<file path="config.mk">
export PLATFORM = sky130hd
export DESIGN_NAME = pipeline_control
export DESIGN_NICKNAME = d
export VERILOG_FILES = /design/src/rtl/pipe_ctrl_pkg.sv /design/src/rtl/hazard_detect.sv /design/src/rtl/pipeline_control.sv
export SDC_FILE = /design/constraint.sdc
export NUM_CORES = 1
export LEC_CHECK = 0
export CAP_MARGIN = 30
export CORE_UTILIZATION = 32
export CTS_CLUSTER_DIAMETER = 30
export CTS_CLUSTER_SIZE = 30
export DETAILED_ROUTE_END_ITERATION = 12
export PLACE_DENSITY = 0.95
export REMOVE_ABC_BUFFERS = 1
export SLEW_MARGIN = 5
export SYNTH_ARGS = -nofsm -noshare
export SYNTH_HDL_FRONTEND = slang
export SYNTH_HIERARCHICAL = 1
export SYNTH_SLANG_ARGS = --single-unit
</file>
<file path="constraint.sdc">
create_clock -name clk -period 3.1 [get_ports clk]
set_input_delay 0.465 -clock clk [delete_from_list [all_inputs] [get_ports clk]]
set_output_delay 0.465 -clock clk [all_outputs]
set_load 0.1 [all_outputs]
</file>
<file path="src/rtl/pipe_ctrl_pkg.sv">
// rtl/pipe_ctrl_pkg.sv - shared state type and default sizing for the pipeline stall/flush sequencer
package pipe_ctrl_pkg;

  typedef enum logic [1:0] {
    RUN    = 2'd0,
    DRAIN  = 2'd1,
    HALTED = 2'd2
  } pipe_state_t;

  localparam int DEF_REG_W        = 5;
  localparam int DEF_DRAIN_CYCLES = 3;

endpackage

</file>
<file path="src/rtl/hazard_detect.sv">
// rtl/hazard_detect.sv - combinational load-use comparator between decode sources and execute load destination
module hazard_detect #(
  parameter int REG_W = 5
) (
  input  logic             id_valid,
  input  logic [REG_W-1:0] id_rs1,
  input  logic [REG_W-1:0] id_rs2,
  input  logic             id_uses_rs2,
  input  logic             ex_valid,
  input  logic             ex_is_load,
  input  logic [REG_W-1:0] ex_rd,
  output logic             load_use
);

  logic rd_nonzero;
  logic rs1_match;
  logic rs2_match;

  // x0 is hardwired to zero, so a load targeting it can never feed a consumer
  assign rd_nonzero = (ex_rd != '0);
  assign rs1_match  = (ex_rd == id_rs1);
  assign rs2_match  = id_uses_rs2 & (ex_rd == id_rs2);

  assign load_use = id_valid & ex_valid & ex_is_load & rd_nonzero & (rs1_match | rs2_match);

endmodule

</file>
<file path="src/rtl/pipeline_control.sv">
// rtl/pipeline_control.sv - stall/flush sequencer with halt/drain/resume; optional PIPE_PERF_COUNTERS_EN perf counters
module pipeline_control
  import pipe_ctrl_pkg::*;
#(
  parameter int REG_W        = DEF_REG_W,
  parameter int DRAIN_CYCLES = DEF_DRAIN_CYCLES,
  parameter int CNT_W        = 32
) (
  input  logic             clk,
  input  logic             reset,
  input  logic             id_valid,
  input  logic [REG_W-1:0] id_rs1,
  input  logic [REG_W-1:0] id_rs2,
  input  logic             id_uses_rs2,
  input  logic             id_halt,
  input  logic             ex_valid,
  input  logic             ex_is_load,
  input  logic [REG_W-1:0] ex_rd,
  input  logic             ex_branch_taken,
  input  logic             mem_busy,
  input  logic             resume,
  output logic             stall_pc,
  output logic             stall_fd,
  output logic             stall_de,
  output logic             stall_em,
  output logic             flush_fd,
  output logic             flush_de,
  output logic             halted,
  output logic [CNT_W-1:0] stall_cycles,
  output logic [CNT_W-1:0] flush_count
);

  localparam int DRAIN_W = (DRAIN_CYCLES > 1) ? $clog2(DRAIN_CYCLES) : 1;
  localparam logic [DRAIN_W-1:0] DRAIN_LOAD = DRAIN_W'(DRAIN_CYCLES - 1);

  pipe_state_t        state;
  logic [DRAIN_W-1:0] drain_cnt;
  logic               load_use;
  logic               halt_req;
  logic               s_pc, s_fd, s_de, s_em, f_fd, f_de;

  hazard_detect #(.REG_W(REG_W)) u_hazard (
    .id_valid    (id_valid),
    .id_rs1      (id_rs1),
    .id_rs2      (id_rs2),
    .id_uses_rs2 (id_uses_rs2),
    .ex_valid    (ex_valid),
    .ex_is_load  (ex_is_load),
    .ex_rd       (ex_rd),
    .load_use    (load_use)
  );

  assign halt_req = id_valid & id_halt;

  always_comb begin
    s_pc = 1'b0;
    s_fd = 1'b0;
    s_de = 1'b0;
    s_em = 1'b0;
    f_fd = 1'b0;
    f_de = 1'b0;
    case (state)
      RUN: begin
        if (mem_busy) begin
          {s_pc, s_fd, s_de, s_em} = 4'b1111;
        end else if (ex_branch_taken) begin
          {f_fd, f_de} = 2'b11;
        end else if (load_use || halt_req) begin
          {s_pc, s_fd, f_de} = 3'b111;
        end
      end
      DRAIN: begin
        if (mem_busy) begin
          {s_pc, s_fd, s_de, s_em} = 4'b1111;
        end else if (ex_branch_taken) begin
          {f_fd, f_de} = 2'b11;
        end else begin
          {s_pc, s_fd, f_de} = 3'b111;
        end
      end
      HALTED: begin
        {s_pc, s_fd, s_de, s_em} = 4'b1111;
        // Release fetch and drop the HALT sitting in F->D; older stages stay frozen this cycle
        if (resume) begin
          {s_pc, s_fd, f_fd} = 3'b001;
        end
      end
      default: ;
    endcase
  end

  // Flush beats stall on each register; nothing is driven while reset is held
  assign stall_pc = s_pc & ~reset;
  assign stall_fd = s_fd & ~f_fd & ~reset;
  assign stall_de = s_de & ~f_de & ~reset;
  assign stall_em = s_em & ~reset;
  assign flush_fd = f_fd & ~reset;
  assign flush_de = f_de & ~reset;
  assign halted   = (state == HALTED);

  always_ff @(posedge clk or posedge reset) begin
    if (reset) begin
      state     <= RUN;
      drain_cnt <= '0;
    end else begin
      case (state)
        RUN: begin
          if (!mem_busy && !ex_branch_taken && !load_use && halt_req) begin
            state     <= DRAIN;
            drain_cnt <= DRAIN_LOAD;
          end
        end
        DRAIN: begin
          if (mem_busy) begin
            drain_cnt <= drain_cnt;
          end else if (ex_branch_taken) begin
            state <= RUN;
          end else if (drain_cnt == '0) begin
            state <= HALTED;
          end else begin
            drain_cnt <= drain_cnt - DRAIN_W'(1);
          end
        end
        HALTED: begin
          if (resume) state <= RUN;
        end
        default: state <= RUN;
      endcase
    end
  end

`ifdef PIPE_PERF_COUNTERS_EN
  logic [CNT_W-1:0] stall_q;
  logic [CNT_W-1:0] flush_q;

  always_ff @(posedge clk or posedge reset) begin
    if (reset) begin
      stall_q <= '0;
      flush_q <= '0;
    end else begin
      if (stall_pc) stall_q <= stall_q + CNT_W'(1);
      if (flush_fd) flush_q <= flush_q + CNT_W'(1);
    end
  end

  assign stall_cycles = stall_q;
  assign flush_count  = flush_q;
`else
  assign stall_cycles = '0;
  assign flush_count  = '0;
`endif

endmodule
</file>
==> impl_results.html <==
<table>
<tr><th>Metric</th><th>Value</th></tr>
<tr><th colspan="2">Global route</th></tr>
<tr><td>Tot GR Track Use</td><td>under 10%</td></tr>
<tr><td>Global-route wire length before repair</td><td>around 2400 um</td></tr>
<tr><td>Antenna violations before repair</td><td>0</td></tr>
<tr><td>Leftover overflow at the end of global routing</td><td>0</td></tr>
<tr><td>Number of global-route vias before repair</td><td>579</td></tr>
<tr><td>Largest net degree at the start of global routing</td><td>11</td></tr>
<tr><th colspan="2">Power and ir drop</th></tr>
<tr><td>Leakage</td><td>between 0.0005 and 0.0006 uW</td></tr>
<tr><td>Power density over the cells</td><td>588 mW/mm^2</td></tr>
<tr><td>Worst voltage drop across the vdd grid</td><td>about 0.32 mV</td></tr>
<tr><th colspan="2">Placed design</th></tr>
<tr><td>GP Congestion</td><td>roughly 0.7</td></tr>
<tr><td>Final HPWL DP</td><td>roughly 1400 um</td></tr>
<tr><td>IO Port Bufs</td><td>31</td></tr>
<tr><td>Placed Cells</td><td>around 190</td></tr>
<tr><th colspan="2">Timing</th></tr>
<tr><td>Post-layout minimum cycle time</td><td>approximately 3000 ps</td></tr>
<tr><td>Count of endpoints failing hold in the final timing report</td><td>0</td></tr>
<tr><td>RSZ-0062 raised after global routing</td><td>no</td></tr>
<tr><td>Worst hold slack</td><td>between 500 and 600 ps</td></tr>
<tr><td>Setup violation total in the final timing report</td><td>0</td></tr>
<tr><td>Fmax</td><td>around 340 MHz</td></tr>
<tr><td>Post-route fraction of the period consumed by the critical path</td><td>a little over nine tenths</td></tr>
<tr><td>Setup Skew</td><td>approximately 0.45 ps</td></tr>
<tr><td>Final-report max-slew violation count</td><td>0</td></tr>
<tr><th colspan="2">Critical path</th></tr>
<tr><td>Required time at the worst-slack endpoint</td><td>about 2600 ps</td></tr>
<tr><td>Endpoint arrival time on the critical path</td><td>between 2000 and 3000 ps</td></tr>
<tr><td>Reg-to-reg slack, setup</td><td>1740 ps</td></tr>
<tr><td>Reg2Reg Depth</td><td>3</td></tr>
<tr><td>Worst setup path start</td><td>ex_rd[2]</td></tr>
<tr><td>Reg-to-Reg Start</td><td>state[0]</td></tr>
<tr><td>Crit-path max FO</td><td>4</td></tr>
<tr><td>Kind of critical path</td><td>primary input to output port</td></tr>
<tr><td>CP Launch Type</td><td>primary input</td></tr>
<tr><td>Endpoint of the worst register-to-register path</td><td>state[0]</td></tr>
<tr><td>Kind of capture point of the worst setup path</td><td>output port</td></tr>
<tr><th colspan="2">Drt</th></tr>
<tr><td>Post-Route WL</td><td>~1600 um</td></tr>
<tr><td>First-pass iteration count of the detailed router</td><td>4</td></tr>
<tr><td>Via count of the routed design</td><td>724</td></tr>
<tr><td>Antenna Violating Nets Remaining</td><td>0</td></tr>
<tr><td>Wire per inst</td><td>8.68 um</td></tr>
<tr><td>Remaining design rule violation count</td><td>0</td></tr>
<tr><td>1st-iter DRT viols</td><td>12</td></tr>
<tr><td>Ratio of routed vias to standard cells</td><td>3.85</td></tr>
<tr><th colspan="2">Die</th></tr>
<tr><td>CORE AREA</td><td>around 0.0028 mm^2</td></tr>
<tr><td># rows</td><td>19</td></tr>
<tr><td>Starting density of the core</td><td>between 30% and 40%</td></tr>
<tr><td>Ports placed on the boundary</td><td>96</td></tr>
<tr><td>Area enclosed by the die boundary</td><td>0.00321 mm^2</td></tr>
<tr><td>Width of the chip</td><td>~57 um</td></tr>
<tr><td>Die outline height</td><td>about 57 um</td></tr>
<tr><th colspan="2">CTS</th></tr>
<tr><td>Buffer depth of the longest clock path</td><td>2</td></tr>
<tr><td>Clock Root Buffer</td><td>clkbuf_4</td></tr>
<tr><td>H-tree depth</td><td>1</td></tr>
<tr><td>Total CTS buffers</td><td>3</td></tr>
<tr><td>Clock-pin transition on the worst setup and hold timing paths</td><td>30 ps</td></tr>
<tr><td>Insertion delay to the later sink of the worst-skew pair</td><td>between 200 and 250 ps</td></tr>
<tr><td>CTS sink count</td><td>4</td></tr>
<tr><td>Clock tree from TritonCTS</td><td>done</td></tr>
<tr><td>Buffers inserted during post-CTS setup optimization</td><td>0</td></tr>
<tr><th colspan="2">Worst hold path</th></tr>
<tr><td>Critical hold path startpoint</td><td>drain_cnt[1]</td></tr>
<tr><td>Hold Path Depth</td><td>2</td></tr>
<tr><td>End of the worst hold path</td><td>drain_cnt[1]</td></tr>
<tr><td>Class of the most critical hold timing path</td><td>flop to flop</td></tr>
<tr><th colspan="2">Logic synthesis</th></tr>
<tr><td>Number of distinct standard cells referenced by the synthesized netlist</td><td>31</td></tr>
<tr><td>Flop and latch count out of synthesis</td><td>4</td></tr>
<tr><td>Count of flip-flops with a built-in enable after synthesis</td><td>0</td></tr>
<tr><td>Async set-reset flop share out of synthesis</td><td>100%</td></tr>
<tr><td>Cell count after synthesis</td><td>approximately 120</td></tr>
<tr><td>Yosys warning count</td><td>6</td></tr>
<tr><td>Synthesized area</td><td>roughly 950 um^2</td></tr>
<tr><td>Predominant post-synthesis flop cell</td><td>dfrtp_1</td></tr>
<tr><td>Synth Area per Inst</td><td>slightly below 8 um^2</td></tr>
<tr><td>Sequential area share after synthesis</td><td>approximately a tenth</td></tr>
<tr><th colspan="2">Run</th></tr>
<tr><td>Max Cap Violations</td><td>0</td></tr>
<tr><th colspan="2">Cells and area</th></tr>
<tr><td>Fill cell count</td><td>~280</td></tr>
<tr><td>Ratio of cells with drive above 1 in the final layout</td><td>approximately 13%</td></tr>
<tr><td>Final net count</td><td>185</td></tr>
<tr><td>Final cell count without fillers</td><td>~190</td></tr>
<tr><td>Area of combinational cells with multiple inputs</td><td>roughly 600 um^2</td></tr>
<tr><td>Area growth from synthesis to layout</td><td>19.8%</td></tr>
<tr><td>Area of all sequential standard cells</td><td>approximately 100 um^2</td></tr>
<tr><td>Number of antenna diodes</td><td>0</td></tr>
<tr><th colspan="2">Run status</th></tr>
<tr><td>Result of the run</td><td>finished, final reports clean</td></tr>
</table>
[worst max path at each step]
| stage | slack [ps] | end |
|---|---|---|
| floorplan | -3300 | flush_de |
| global placement | -70 | flush_de |
| detailed placement | -60 | flush_de |
| CTS | 40 | flush_de |
| global route | 30 | flush_de |
| finish | 130 | stall_fd |
[power breakdown]
| group | switching [uW] | internal [uW] | total [uW] |
|---|---|---|---|
| Sequential | 12.0 | 68.2 | 80.2 |
| Combinational | 445 | 84.1 | 530 |
| Clock | 19.6 | 43.2 | 62.7 |
[sequential cells by signal, indices dropped and copies added, names as in the netlist]
| name | cells |
|---|---|
| state | 2 |
| drain_cnt | 2 |
[layout make-up]
type / count / area share, %
Inverter: 4 / 1.31
Multi-Input combinational cell: 112 / 53.5
Clock buffer: 3 / 1.97
Timing Repair Buffer: 34 / 31.1
Sequential cell: 4 / 8.75
Tap cell: 31 / 3.39
[routing by layer]
layer	global-route usage [%]	share of wire (%)
met1	9.97	32
met3	1.84	12
met4	5.23	1.8
met5	0	0
met2	17.3	55
[synth_stat cells, drive strengths merged, types with 2 or more instances]
cell type  instances  area [um^2]
a21oi              3         15.0
and3               2         12.5
buf               66          499
dfrtp              4          100
inv                4         15.0
nand2b             2         12.5
nand3              5         25.0
nor2               3         11.3
nor3               3         25.0
o21ai              5         25.0
xnor2              3         26.3
xor2               7         61.3
[kinds of logic after synthesis]
logic type / Yosys count / synth area share, %
buffers and inverters: 70 / 53.9
and+or+nand+nor: 22 / 14.7
AOI/OAI and AO/OA: 15 / 10.1
xor gates and xnor gates: 10 / 9.17
DFF: 4 / 10.5
adders and majority gates: 1 / 1.31
other: 1 / 0.393
[layout by cell type (no fill, tap or decap)]
cell             count
clkdlybuf4s50_1     23
nor3_2               2
buf_12               3
and3b_1              1
dfrtp_1              4
nand2b_1             2
o21ai_0              3
a32oi_1              1
o2111ai_2            1
nor2b_1              1
o21a_1               1
nor4_2               1
clkbuf_4             3
inv_1                4
nor3_1               1
a211oi_2             1
a22oi_1              1
and3_1               2
nor2_1               3
a21oi_1              2
conb_1              64
a2111oi_2            1
xnor2_1              3
ha_1                 1
o211ai_1             1
dlymetal6s2s_1       1
o21ai_1              2
buf_4                7
and4bb_2             1
nand3_1              5
nand2_1              1
a21oi_4              1
xor2_1               7
or4_1                1
or3b_1               1
[critical path: stages]
cell and delay (ps):
clkdlybuf4s50_1 460, or4_1 570, o2111ai_2 240, a21oi_4 60
a211oi_2 210, o21ai_1 100, and3_1 210, buf_12 170
[stage by stage]
step / area, um^2 / setup slack (ps) / util [%] / setup TNS (ps) / total power, uW
global route: 1140 / 26.0 / 41.1 / 0 / 702
CTS: 1120 / 41.9 / 40.1 / 0 / 672
global placement: 1080 / -71.1 / 39.0 / -71.1 / 596
detailed placement: 1080 / -56.4 / 39.0 / -56.4 / 603
floorplan: 692 / -3300 / - / -5090 / 525
finish: 1140 / 135 / 41.1 / 0 / 672
[timing repair]
| action | 4_1_cts | 5_1_grt |
|---|---|---|
| setup endpoints to repair | 3 | 3 |
| pin swaps | 0 | 3 |
| hold buffers | 0 | 0 |
| gates resized for setup | 2 | 7 |
| gates cloned | 0 | 0 |
(Power assumes the default switching activity.)
